--- src/rtl/mips_debug_ctrl.sv ---
// Run-control and debug readout for the MIPS top: CPU clock-enable gating, PC breakpoints,
// cycle/instruction counters and a handshaked register/memory dump over the async debug read ports.
module mips_debug_ctrl #(
  parameter int NUM_BP = 2,
  parameter int CNT_W  = 32,
  parameter int REG_AW = 5,
  parameter int MEM_AW = 6
) (
  input  logic                CLK,
  input  logic                Reset,
  input  logic                Run,
  input  logic                Halt,
  input  logic                StepReq,
  input  logic [31:0]         PC,
  input  logic [NUM_BP*32-1:0] BpAddr,
  input  logic [NUM_BP-1:0]   BpEn,
  output logic                CpuEn,
  output logic                Halted,
  output logic [NUM_BP-1:0]   BpHit,
  output logic [CNT_W-1:0]    CycleCnt,
  output logic [CNT_W-1:0]    InstrCnt,
  input  logic                DumpReq,
  input  logic                DumpSel,
  output logic [REG_AW-1:0]   DumpReg,
  output logic [MEM_AW-1:0]   DumpMem,
  input  logic [31:0]         RegData,
  input  logic [31:0]         MemData,
  output logic [31:0]         DumpOut,
  output logic                DumpValid,
  input  logic                DumpReady,
  output logic                DumpDone
);

  typedef enum logic [2:0] {
    S_HALT,
    S_RUN,
    S_STEP,
    S_DUMP_LOAD,
    S_DUMP_WAIT
  } state_t;

  state_t              state;
  logic                skip;
  logic                sel;
  logic [NUM_BP-1:0]   match;
  logic                hit;
  logic                last_word;
  logic                accept;

  always_comb begin
    match = '0;
    for (int i = 0; i < NUM_BP; i++) begin
      match[i] = BpEn[i] && (PC == BpAddr[32*i +: 32]);
    end
  end

  // skip masks the breakpoint we are resuming from for the first RUN cycle
  assign hit       = (|match) && !skip;
  assign accept    = DumpValid && DumpReady;
  assign last_word = sel ? (DumpMem == {MEM_AW{1'b1}}) : (DumpReg == {REG_AW{1'b1}});
  assign Halted    = (state == S_HALT);

  always_comb begin
    CpuEn = 1'b0;
    case (state)
      S_RUN:   CpuEn = !hit && !Halt;
      S_STEP:  CpuEn = 1'b1;
      default: CpuEn = 1'b0;
    endcase
  end

  always_ff @(posedge CLK or posedge Reset) begin
    if (Reset) begin
      state     <= S_HALT;
      skip      <= 1'b0;
      sel       <= 1'b0;
      BpHit     <= '0;
      DumpReg   <= '0;
      DumpMem   <= '0;
      DumpOut   <= '0;
      DumpValid <= 1'b0;
      DumpDone  <= 1'b0;
    end else begin
      DumpDone <= 1'b0;
      case (state)
        S_HALT: begin
          if (Halt) begin
            state <= S_HALT;
          end else if (DumpReq) begin
            state <= S_DUMP_LOAD;
            sel   <= DumpSel;
            if (DumpSel) DumpMem <= '0;
            else         DumpReg <= '0;
          end else if (StepReq) begin
            state <= S_STEP;
            BpHit <= '0;
          end else if (Run) begin
            state <= S_RUN;
            skip  <= 1'b1;
            BpHit <= '0;
          end
        end
        S_RUN: begin
          skip <= 1'b0;
          if (hit) begin
            state <= S_HALT;
            BpHit <= BpHit | match;
          end else if (Halt || !Run) begin
            state <= S_HALT;
          end
        end
        S_STEP: begin
          state <= S_HALT;
        end
        S_DUMP_LOAD: begin
          DumpOut   <= sel ? MemData : RegData;
          DumpValid <= 1'b1;
          state     <= S_DUMP_WAIT;
        end
        S_DUMP_WAIT: begin
          if (accept) begin
            DumpValid <= 1'b0;
            if (last_word) begin
              DumpDone <= 1'b1;
              state    <= S_HALT;
            end else begin
              if (sel) DumpMem <= DumpMem + 1'b1;
              else     DumpReg <= DumpReg + 1'b1;
              state <= S_DUMP_LOAD;
            end
          end
        end
        default: state <= S_HALT;
      endcase
    end
  end

  always_ff @(posedge CLK or posedge Reset) begin
    if (Reset) begin
      CycleCnt <= '0;
      InstrCnt <= '0;
    end else begin
      CycleCnt <= CycleCnt + 1'b1;
      if (CpuEn) InstrCnt <= InstrCnt + 1'b1;
    end
  end

endmodule

--- config.mk ---
export PLATFORM = sky130hd
export DESIGN_NAME = mips_debug_ctrl
export DESIGN_NICKNAME = d
export VERILOG_FILES = /design/src/rtl/mips_debug_ctrl.sv
export SDC_FILE = /design/constraint.sdc
export NUM_CORES = 1
export LEC_CHECK = 0
export BUFFER_PORTS_ARGS = -buffer_cell sky130_fd_sc_hd__buf_2
export CORE_ASPECT_RATIO = 1.4
export CORE_MARGIN = 2
export CORE_UTILIZATION = 40
export DETAILED_ROUTE_END_ITERATION = 10
export PLACE_DENSITY = 0.7
export SYNTH_ARGS = -nofsm -noshare
export SYNTH_HDL_FRONTEND = slang
export SYNTH_SLANG_ARGS = --single-unit
export TNS_END_PERCENT = 5
--- constraint.sdc ---
create_clock -name CLK -period 3.4 [get_ports CLK]
set_input_delay 0 -clock CLK [delete_from_list [all_inputs] [get_ports CLK]]
set_output_delay 0 -clock CLK [all_outputs]
set_load 0.01 [all_outputs]
Yosys cells after proc, flatten, opt, wreduce, memory -nomap -nowiden
Cells that the tools add are included.
Widths: inputs -> output; s select.
{ "word_totals": {"register_bits": 116, "in_bits": 170, "output_inout_bits": 113} }
{ "classes": {"addsub": 4, "eq_ne": 23, "mux": 42, "n_bitwise": 2, "n_reduce_logical": 22} }
{ "ops": {"columns": ["cell", "n"], "rows": [
  ["$add 32x1->32 const B", 2],
  ["$eq 32x32->1", 2],
  ["$mux 6", 6],
  ["$mux 32", 1],
  ["$mux 5", 6],
  ["$mux 3", 7],
  ["$ne 2x2->1 const B", 10],
  ["$reduce_and 7->1", 2],
  ["$mux 2", 6],
  ["$pmux 3 s4", 1],
  ["$pmux 6 s2", 1],
  ["$pmux 5 s2", 1],
  ["$reduce_and 5->1", 2],
  ["$mux 1", 9],
  ["$add 6x1->6 const B", 1],
  ["$eq 3x2->1 const B", 2],
  ["$eq 6x6->1 const B", 1],
  ["$ne 3x3->1 const B", 2],
  ["$pmux 1 s2", 3],
  ["$reduce_and 3->1", 2],
  ["$reduce_bool 2->1", 3],
  ["$add 5x1->5 const B", 1],
  ["$eq 5x5->1 const B", 1],
  ["$logic_and 1x1->1", 5],
  ["other kinds (12)", 16]
]} }

Logic depth before layout (Yosys ltp)
Gate-level depths: netlist of the first run.
{ "logic_depth": {"depth_word": 7, "depth_mapped": 10, "mapped_depth_nobuf": 10} }

Worst setup path before layout of the first run
Ideal clock, no wire load.
{ "synth_path": {"path_type": "register -> register", "start": "register DumpReg[0]", "end": "register DumpReg[3]", "setup_time_ns": 0.077, "t_arrival_ns": 2.245, "slack_ns": 1.078, "path_stages_with_launch": 10, "cell_sequence": "dfrtp_1 > ha_1 > and3_1 > ha_1 > nor2b_1 > a211oi_2 > a32oi_1 > nand3b_1 > or3_1 > a21oi_1"} }
{ "synth_between": {"elab_chain_len": 5} }
{ "synth_lines": {"columns": ["element", "line_no", "text"], "rows": [
  ["start: declaration", "24", "output logic [REG_AW-1:0] DumpReg,"],
  ["start signal: assignment", "128", "else DumpReg <= DumpReg + 1'b1;"],
  ["$add 5x1->5", "128", null],
  ["$mux 5", "127", "if (sel) DumpMem <= DumpMem + 1'b1;"],
  ["$mux 5", "123", "if (last_word) begin"],
  ["$mux 5", "121", "if (accept) begin"],
  ["$pmux 5 s2", "85", "case (state)"]
]} }
Several ways; a longest one is shown, not always the timed one. The select of a mux whose other input is x is not followed.
A chain may end at the register's enable or synchronous reset.

Final worst setup path of the first run
Ends and elaborated chain as after synthesis.

==> metrics, run 1 <==
status=finished clean; max frequency=398.8 MHz; Die Height=149.9 um; CTS Buf Count=17; pwr dens=598.0 mW/mm^2; main flop type after synthesis=dfrtp_1; Port Buffers=282; clk_lat worst skew=400 ps; final setup fails=0; DR vias=5,719; Root Driver=clkbuf_16; IO Pins=283; HP Class=in -> reg; FF-to-FF setup slack=890 ps; initial core utilization=0.4075; crit share post-route=0.7375; total gr overflow=0; pin count of the biggest net entering global routing=72; clock skew=8.965 ps; Routed wire per std cell=16.03 um; Yosys reg bits=116; number of synthesized flops with an enable pin=0; dpl cell area=0.007691 sq mm; CTS H-tree depth=4; DRT iter0 DRCs=164; initial antenna violation count=1; total wire length=18,640 um; VDD IR-drop max=362.2 uV; Final Non-Filler Cells=1,163; clock slew at reported path FFs=60 ps; Vias/cell=4.917; count of cell types in the netlist=48; Mapped Cells=599; Worst EP required=3730 ps; RSZ-0062 raised after global routing=false; placed insts=1,060; worst path bufs/invs=0; die area=0.01622 sq mm; CP Max Fanout=9; first-pass GRT wire length=29,040 um; crit path DAT=2830 ps; Place WS=902.5 ps; crit path kind=reg -> reg; Routability Congestion=0.8051; critical path, cell by cell=ha_1, and3_1, ha_1, nor2b_1, a211oi_2, a32oi_1, nand3b_1, or3_1, a21oi_1; Max Transition Viols Final=0; GRT Total Usage=0.2310; Largest stage delay, worst path=420 ps; Mapped Area=0.006080 sq mm; Final min period=2508 ps; clk sink count=116; Final WS setup=892.4 ps; Setup crit start kind=flop; vias in the first global route=6,009; Worst path slowest cell=dfrtp_1; Avg Cell Area, Syn=10.15 sq um; final net count=1,132; P_leak=0.004420 uW; share of post-route cells with drive strength above 1=0.3515; Yosys warning count=0; DRT antenna net count=0; final hold vios=0; Post-CTS Setup Inserts=0; DR DRC count=0; Layout area overhead=47.60%; core area=0.01492 sq mm; crit-path most repeated cell=ha_1; Post-synth ARST share=1.000; Worst-Margin Slew=910.7 ps; Core Util, Final=0.6014; hpwl dp=13,240 um; Crit. End Element=flop; syn nets=774; first drt pass iteration count=5; Max-Cap Viols=0; slew margin rel.=0.3929; Cell Rows=53; CTS tree=built; Die X=108.2 um; Clock Tree Buf Depth=2; Setup TNS Final=0 ps; delay-heaviest family, CP=simple AND/OR/NAND/NOR gates; post-synthesis sequential area ratio=0.4775; Non-Filler Cell Area, Final=0.008974 sq mm
==> stage by stage <==
| step | total power, uW | hold WS (ps) |
|---|---|---|
| after floorplan | 2798 | 154.9 |
| after CTS | 5383 | 11.62 |
| after detailed placement | 3436 | 263.4 |
| after global placement | 3404 | 262.1 |
| final | 5366 | 17.68 |
| after global routing | 5682 | 55.37 |
==> power breakdown <==
| part | total, uW | internal, uW | leakage [uW] | switching (uW) |
|---|---|---|---|---|
| logic | 1650 | 792 | 0.00268 | 860 |
| clock network | 1750 | 1050 | 0.000275 | 700 |
| registers | 1970 | 1680 | 0.00146 | 289 |
==> flip-flops by register name (all words and copies together) (netlist names) <==
signal / count
DumpValid: 1
DumpReg: 5
state: 3
InstrCnt: 32
CycleCnt: 32
DumpMem: 6
BpHit: 2
sel: 1
skip: 1
DumpDone: 1
DumpOut: 32
==> worst min-delay path, stage by stage <==
cell     delay [ps]
buf_2           100
or2_2           120
a21oi_1          70
nor2_1           80
==> worst paths after layout <==
path / endpoint / depth (start not counted) / from
max: DumpReg[3]$_DFFE_PP0P_ / 9 / DumpReg[0]$_DFFE_PP0P_
min: state[1]$_DFFE_PP0P_ / 4 / StepReq
max reg2reg: DumpReg[3]$_DFFE_PP0P_ / 9 / DumpReg[0]$_DFFE_PP0P_
min reg2reg: InstrCnt[31]$_DFFE_PP0P_ / 1 / InstrCnt[31]$_DFFE_PP0P_
max in group asynchronous: sel$_DFFE_PP0P_ / 4 / Reset
min in group asynchronous: InstrCnt[3]$_DFFE_PP0P_ / 3 / Reset
==> kinds of logic after synthesis <==
logic type      count (synthesis)  share of synthesized area
compound gates                 61                    0.06257
xor+xnor                      127                     0.1830
fa+ha+maj                       5                    0.01029
buf+inv                        33                    0.02284
flops                         116                     0.4775
mux                            35                    0.05804
simple gates                  222                     0.1858
==> synth_stat cells (all sizes together), types with 5 or more instances <==
cell      n  area, sq um
dfrtp   116         2903
nand3    33        195.2
clkbuf    9        33.78
and4      6        52.55
nor4     12        75.07
a21oi     8        40.04
nand2    71        274.0
inv      16        60.06
mux2i    33        330.3
nor2b     5        31.28
o21ai    37        185.2
xnor2    68        595.6
xor2     59        516.8
nor2     39        146.4
nor3      9        50.05
buf       8        45.04
and3     18        112.6
ha        5        62.56
nand4    16        100.1
==> repair_timing <==
item,CTS,global route
resized for setup,0,0
hold buffers,70,0
hold endpoints to repair,116,0
==> final cells by class <==
type | count | area (sq um)
fill | 1288 | 5947
multi-input combinational | 450 | 3043
sequential | 116 | 2904
timing repair buffer | 356 | 2142
clock buffer | 18 | 439.2
tap | 192 | 240.2
clock inverter | 14 | 140.1
inverter | 16 | 62.56
antenna | 1 | 2.502
==> layer usage <==
| layer | wire length [um] | track usage |
|---|---|---|
| met5 | 0 | 0 |
| met4 | 747 | 0.1218 |
| met3 | 1510 | 0.06141 |
| met2 | 9637 | 0.4233 |
| met1 | 6742 | 0.2364 |
==> cells in the final DEF, fill, tap and decap left out, drive strengths merged, types with 5 or more instances in the layout <==
| master | netlist | final |
|---|---|---|
| a21oi | 8 | 8 |
| clkbuf | 9 | 18 |
| nand3 | 33 | 33 |
| ha | 5 | 5 |
| nand2 | 71 | 71 |
| xor2 | 59 | 59 |
| and3 | 18 | 18 |
| nor4 | 12 | 12 |
| mux2i | 33 | 33 |
| and4 | 6 | 6 |
| inv | 16 | 24 |
| nand4 | 16 | 16 |
| buf | 8 | 286 |
| dlygate4sd3 | 0 | 70 |
| nor3 | 9 | 9 |
| nor2b | 5 | 5 |
| xnor2 | 68 | 68 |
| o21ai | 37 | 37 |
| dfrtp | 116 | 116 |
| nor2 | 39 | 39 |
Power figures use the tool's default switching activity.
==> inputs of run 2 (changes only) <==
Settings changed: PLACE_DENSITY 0.7 to 0.73.
Clock period 3.4 ns to 2.3 ns, I/O delays scaled along.
==> run 2 against run 1 <==
Critical path depth up 2. Sequential power up 42%. Global-route usage up 1.2 points.
==> metrics, run 2 (synthesis results as in run 1) <==
final setup fails=0; clk sink count=116; status=finished clean; GRT Total Usage=0.2430; Worst-Margin Slew=649.4 ps; Final Non-Filler Cells=1,185; share of post-route cells with drive strength above 1=0.3706; Routed wire per std cell=16.71 um; clock slew at reported path FFs=60 ps; Setup crit start kind=flop; HP Class=in -> reg; Routability Congestion=0.8400; P_leak=0.004534 uW; total wire length=19,810 um; Net Sw Frac=0.3484; DR vias=5,934; CTS tree=built; clk_lat worst skew=410 ps; combinational share of power=0.340; Die X=108.2 um; most frequent cells in the layout=282 x buf_2, 115 x dfrtp_1, 71 x dlygate4sd3_1, 68 x nand2_1, 68 x xnor2_1; Die Height=149.9 um; Diodes inserted=0; Crit. End Element=flop; final hold vios=0; DR DRC count=0; first-pass GRT wire length=30,270 um; Root Driver=clkbuf_16; pin count of the biggest net entering global routing=69; max frequency=449.5 MHz; CP Max Fanout=7; first drt pass iteration count=4; VDD IR-drop max=595.2 uV; total gr overflow=0; CTS H-tree depth=4; pwr dens=889.0 mW/mm^2; die area=0.01622 sq mm; Port Buffers=282; IO Pins=283; CTS Buf Count=17; final net count=1,155; clock share of power=0.318; net switching power=2849 uW; Max Transition Viols Final=0; Final min period=2225 ps; Cell Rows=53; crit path kind=reg -> reg; placed insts=1,079; RSZ-0062 raised after global routing=true; Non-Filler Cell Area, Final=0.009199 sq mm; Setup TNS Final=0 ps; biggest regs=CycleCnt (32), DumpOut (32), InstrCnt (32); Worst EP required=2580 ps; Layout area overhead=51.31%; DRT antenna net count=0; initial antenna violation count=0; clock skew=13.82 ps; dpl cell area=0.007848 sq mm; hpwl dp=13,740 um; DRT iter0 DRCs=241; Max-Cap Viols=0; Total Power=8178 uW; internal power=5328 uW; vias in the first global route=6,090; crit path DAT=2500 ps; slew margin rel.=0.5630; Vias/cell=5.008; Clock Tree Buf Depth=2; initial core utilization=0.4075; crit share post-route=0.9674; Core Util, Final=0.6165; Flop pwr share=0.343; most common cell after layout, fill and taps aside=buf_2; FF-to-FF setup slack=80 ps; core area=0.01492 sq mm
==> run 2: routing by layer <==
layer / vias up / wire (um) / global-route usage
met5: - / 0 / 0
met4: 0 / 805 / 0.1212
met3: 39 / 1717 / 0.07274
met2: 267 / 10460 / 0.4522
met1: 2815 / 6829 / 0.2403
li1: 2813 / - / -
==> run 2: repair_timing <==
action                                  CTS  global route
hold buffers                             71             0
buffers inserted                          2             1
gates cloned                              0             0
hold endpoints to repair                163             0
gates resized for setup                   0             7
pin swaps                                 1             7
endpoints found under the setup margin    1             7
==> run 2: path summary, 6_finish.rpt <==
check | start | end | cells after the start
min in group asynchronous | Reset | DumpOut[29]$_DFFE_PP0P_ | 4
max in group asynchronous | Reset | InstrCnt[2]$_DFFE_PP0P_ | 4
min | BpEn[0] | BpHit[0]$_DFFE_PP0P_ | 5
max reg2reg | DumpReg[1]$_DFFE_PP0P_ | DumpMem[5]$_DFFE_PP0P_ | 11
min reg2reg | CycleCnt[31]$_DFF_PP0_ | CycleCnt[31]$_DFF_PP0_ | 1
max | DumpReg[1]$_DFFE_PP0P_ | DumpMem[5]$_DFFE_PP0P_ | 11
==> run 2: worst max-delay path, stage by stage (launching register included) <==
cell and delay, ps:
dfrtp_1 380, ha_2 190, and3_4 180, ha_4 150, nor2b_4 120, a211oi_2 240
a32oi_1 160, nor3_2 190, buf_4 160, nand4_1 110, xor2_1 150, nor2_1 60
==> run 2: final cells by class <==
cell class,count,area (sq um)
repair buffers,379,2330
inverters,16,63.81
clock buffers,17,425.4
fillers,1231,5722
flip-flops and latches,116,2904
clock inverters,15,158.9
well taps,192,240.2
multi-input cells,450,3077
==> run 2: metrics by stage <==
stage / setup WS (ps) / hold slack (ps)
after CTS: 35.29 / 45.98
after global routing: -90.07 / 100.5
after global placement: 102.7 / 133.0
after detailed placement: 35.86 / 144.5
after floorplan: -22.31 / 154.9
final: 75.06 / 68.12
==> run 2: power by group through the flow <==
stage          Clock, uW  Combinational (uW)  Sequential, uW
5_1_grt             2750                3030            2850
3_5_place_dp           0                2440            2800
6_report            2600                2780            2800
4_1_cts             2650                2710            2780
3_3_place_gp           0                2390            2790
2_1_floorplan          0                1150            2980
==> inputs of run 3 (changes only) <==
Settings changed: PLACE_DENSITY 0.73 to 0.7.
Clock period 2.3 ns to 2.7 ns, I/O delays scaled along.
==> run 3 against run 2 <==
Combinational power down 22%. Sequential power down 14%. Sequential share of layout area up 0.57 points. Hold slack worse by 29 ps. Critical path depth down 1. Global-route usage down 1.4 points. Via count down 2.2%. Worst setup slack better by 170 ps. Sequential cell count unchanged. First-iteration DRC count down 1.2%. Cell count down 1.4%. Critical path type unchanged. Highest routed layer unchanged.
==> metrics, run 3 (synthesis results as in run 1) <==
status=finished clean; crit path kind=reg -> reg; VDD IR-drop max=422.3 uV; initial core utilization=0.4075; IO Pins=283; total gr overflow=0; DRT iter0 DRCs=238; final net count=1,137; RSZ-0062 raised after global routing=false; total wire length=18,710 um; CP Max Fanout=7; pwr dens=750.7 mW/mm^2; initial antenna violation count=1; HP Class=in -> reg; Hold WS=38.84 ps; Max Transition Viols Final=0; CTS Buf Count=17; Worst-Margin Slew=601.3 ps; CTS tree=built; Final Non-Filler Cells=1,168; CTS resizes=0; CTS H-tree depth=4; Final min period=2456 ps; Routed wire per std cell=16.02 um; Root Driver=clkbuf_16; P_leak=0.004440 uW; FF-to-FF setup slack=240 ps; die area=0.01622 sq mm; crit path DAT=2740 ps; Vias/cell=4.969; Core Util, Final=0.6055; hpwl dp=12,980 um; Reg area=0.002904 sq mm; Routability Congestion=0.8024; dpl cell area=0.007732 sq mm; Setup crit start kind=flop; first-pass GRT wire length=28,590 um; clock slew at reported path FFs=60 ps; Worst EP required=2980 ps; total area of multi-input combinational cells=0.003043 sq mm; most frequent cells in the layout=282 x buf_2, 115 x dfrtp_1, 71 x dlygate4sd3_1, 68 x nand2_1, 68 x xnor2_1; Port Buffers=282; most common cell after layout, fill and taps aside=buf_2; Non-Filler Cell Area, Final=0.009035 sq mm; clk_lat worst skew=410 ps; Max-Cap Viols=0; DR DRC count=0; Layout area overhead=48.61%; DRT antenna net count=0; Cell Rows=53; Die Height=149.9 um; GRT Total Usage=0.2290; Crit. End Element=flop; Setup TNS Final=0 ps; number of fill cells=1,283; first drt pass iteration count=4; final hold vios=0; final setup fails=0; clk sink count=116; DR vias=5,804; share of post-route cells with drive strength above 1=0.3528; max frequency=407.2 MHz; clock skew=9.700 ps; placed insts=1,062; pin count of the biggest net entering global routing=71; vias in the first global route=5,821; core area=0.01492 sq mm; crit share post-route=0.9096; Clock Tree Buf Depth=2; Die X=108.2 um; slew margin rel.=0.5980; biggest regs=CycleCnt (32), DumpOut (32), InstrCnt (32)
-- run 3: timing repair --
action,in CTS,in global routing
hold endpoints to repair,163,0
setup buffers,0,2
hold buffers,71,0
setup endpoints to repair,0,1
-- run 3: layout make-up --
class                   count  area share
clock inverters            14     0.01606
flip-flops and latches    116      0.3214
clock buffers              18     0.04750
repair buffers            361      0.2443
multi-input cells         450      0.3368
diodes                      1   0.0002770
inverters                  16    0.007063
well taps                 192     0.02659
-- run 3: final timing paths --
check	depth (start not counted)	from	to
max reg2reg	10	DumpReg[0]$_DFFE_PP0P_	DumpMem[5]$_DFFE_PP0P_
min	5	BpEn[0]	BpHit[0]$_DFFE_PP0P_
max	10	DumpReg[0]$_DFFE_PP0P_	DumpMem[5]$_DFFE_PP0P_
min reg2reg	1	InstrCnt[31]$_DFFE_PP0P_	InstrCnt[31]$_DFFE_PP0P_
max in group asynchronous	4	Reset	InstrCnt[6]$_DFFE_PP0P_
min in group asynchronous	4	Reset	DumpOut[18]$_DFFE_PP0P_
-- run 3: stage by stage --
step | total power [uW] | worst slack [ps]
floorplan | 3523 | 377.7
global placement | 4294 | 286.5
detailed placement | 4338 | 217.3
CTS | 6790 | 216.4
global route | 7163 | 31.78
finish | 6782 | 244.2
-- run 3: critical path, stage by stage (launching register included) --
cell,delay [ps]
dfrtp_1,420
ha_1,240
and3_1,190
ha_1,170
nor2b_1,140
a211oi_2,220
a32oi_1,160
nor3_2,400
nand4_1,170
xor2_1,170
nor2_1,50
-- run 3: power by group --
part           total, uW  switching, uW  leakage, uW  internal (uW)
registers           2420            309      0.00146           2110
clock network       2190            894     0.000266           1300
logic               2170           1140      0.00271           1030
-- run 3: routing by layer --
| layer | GRT usage | up-vias | part of all wire |
|---|---|---|---|
| met5 | 0 | - | 0 |
| met4 | 0.1199 | 0 | 0.041 |
| met3 | 0.06794 | 45 | 0.088 |
| met2 | 0.4211 | 257 | 0.52 |
| met1 | 0.2288 | 2719 | 0.35 |
| li1 | - | 2783 | - |
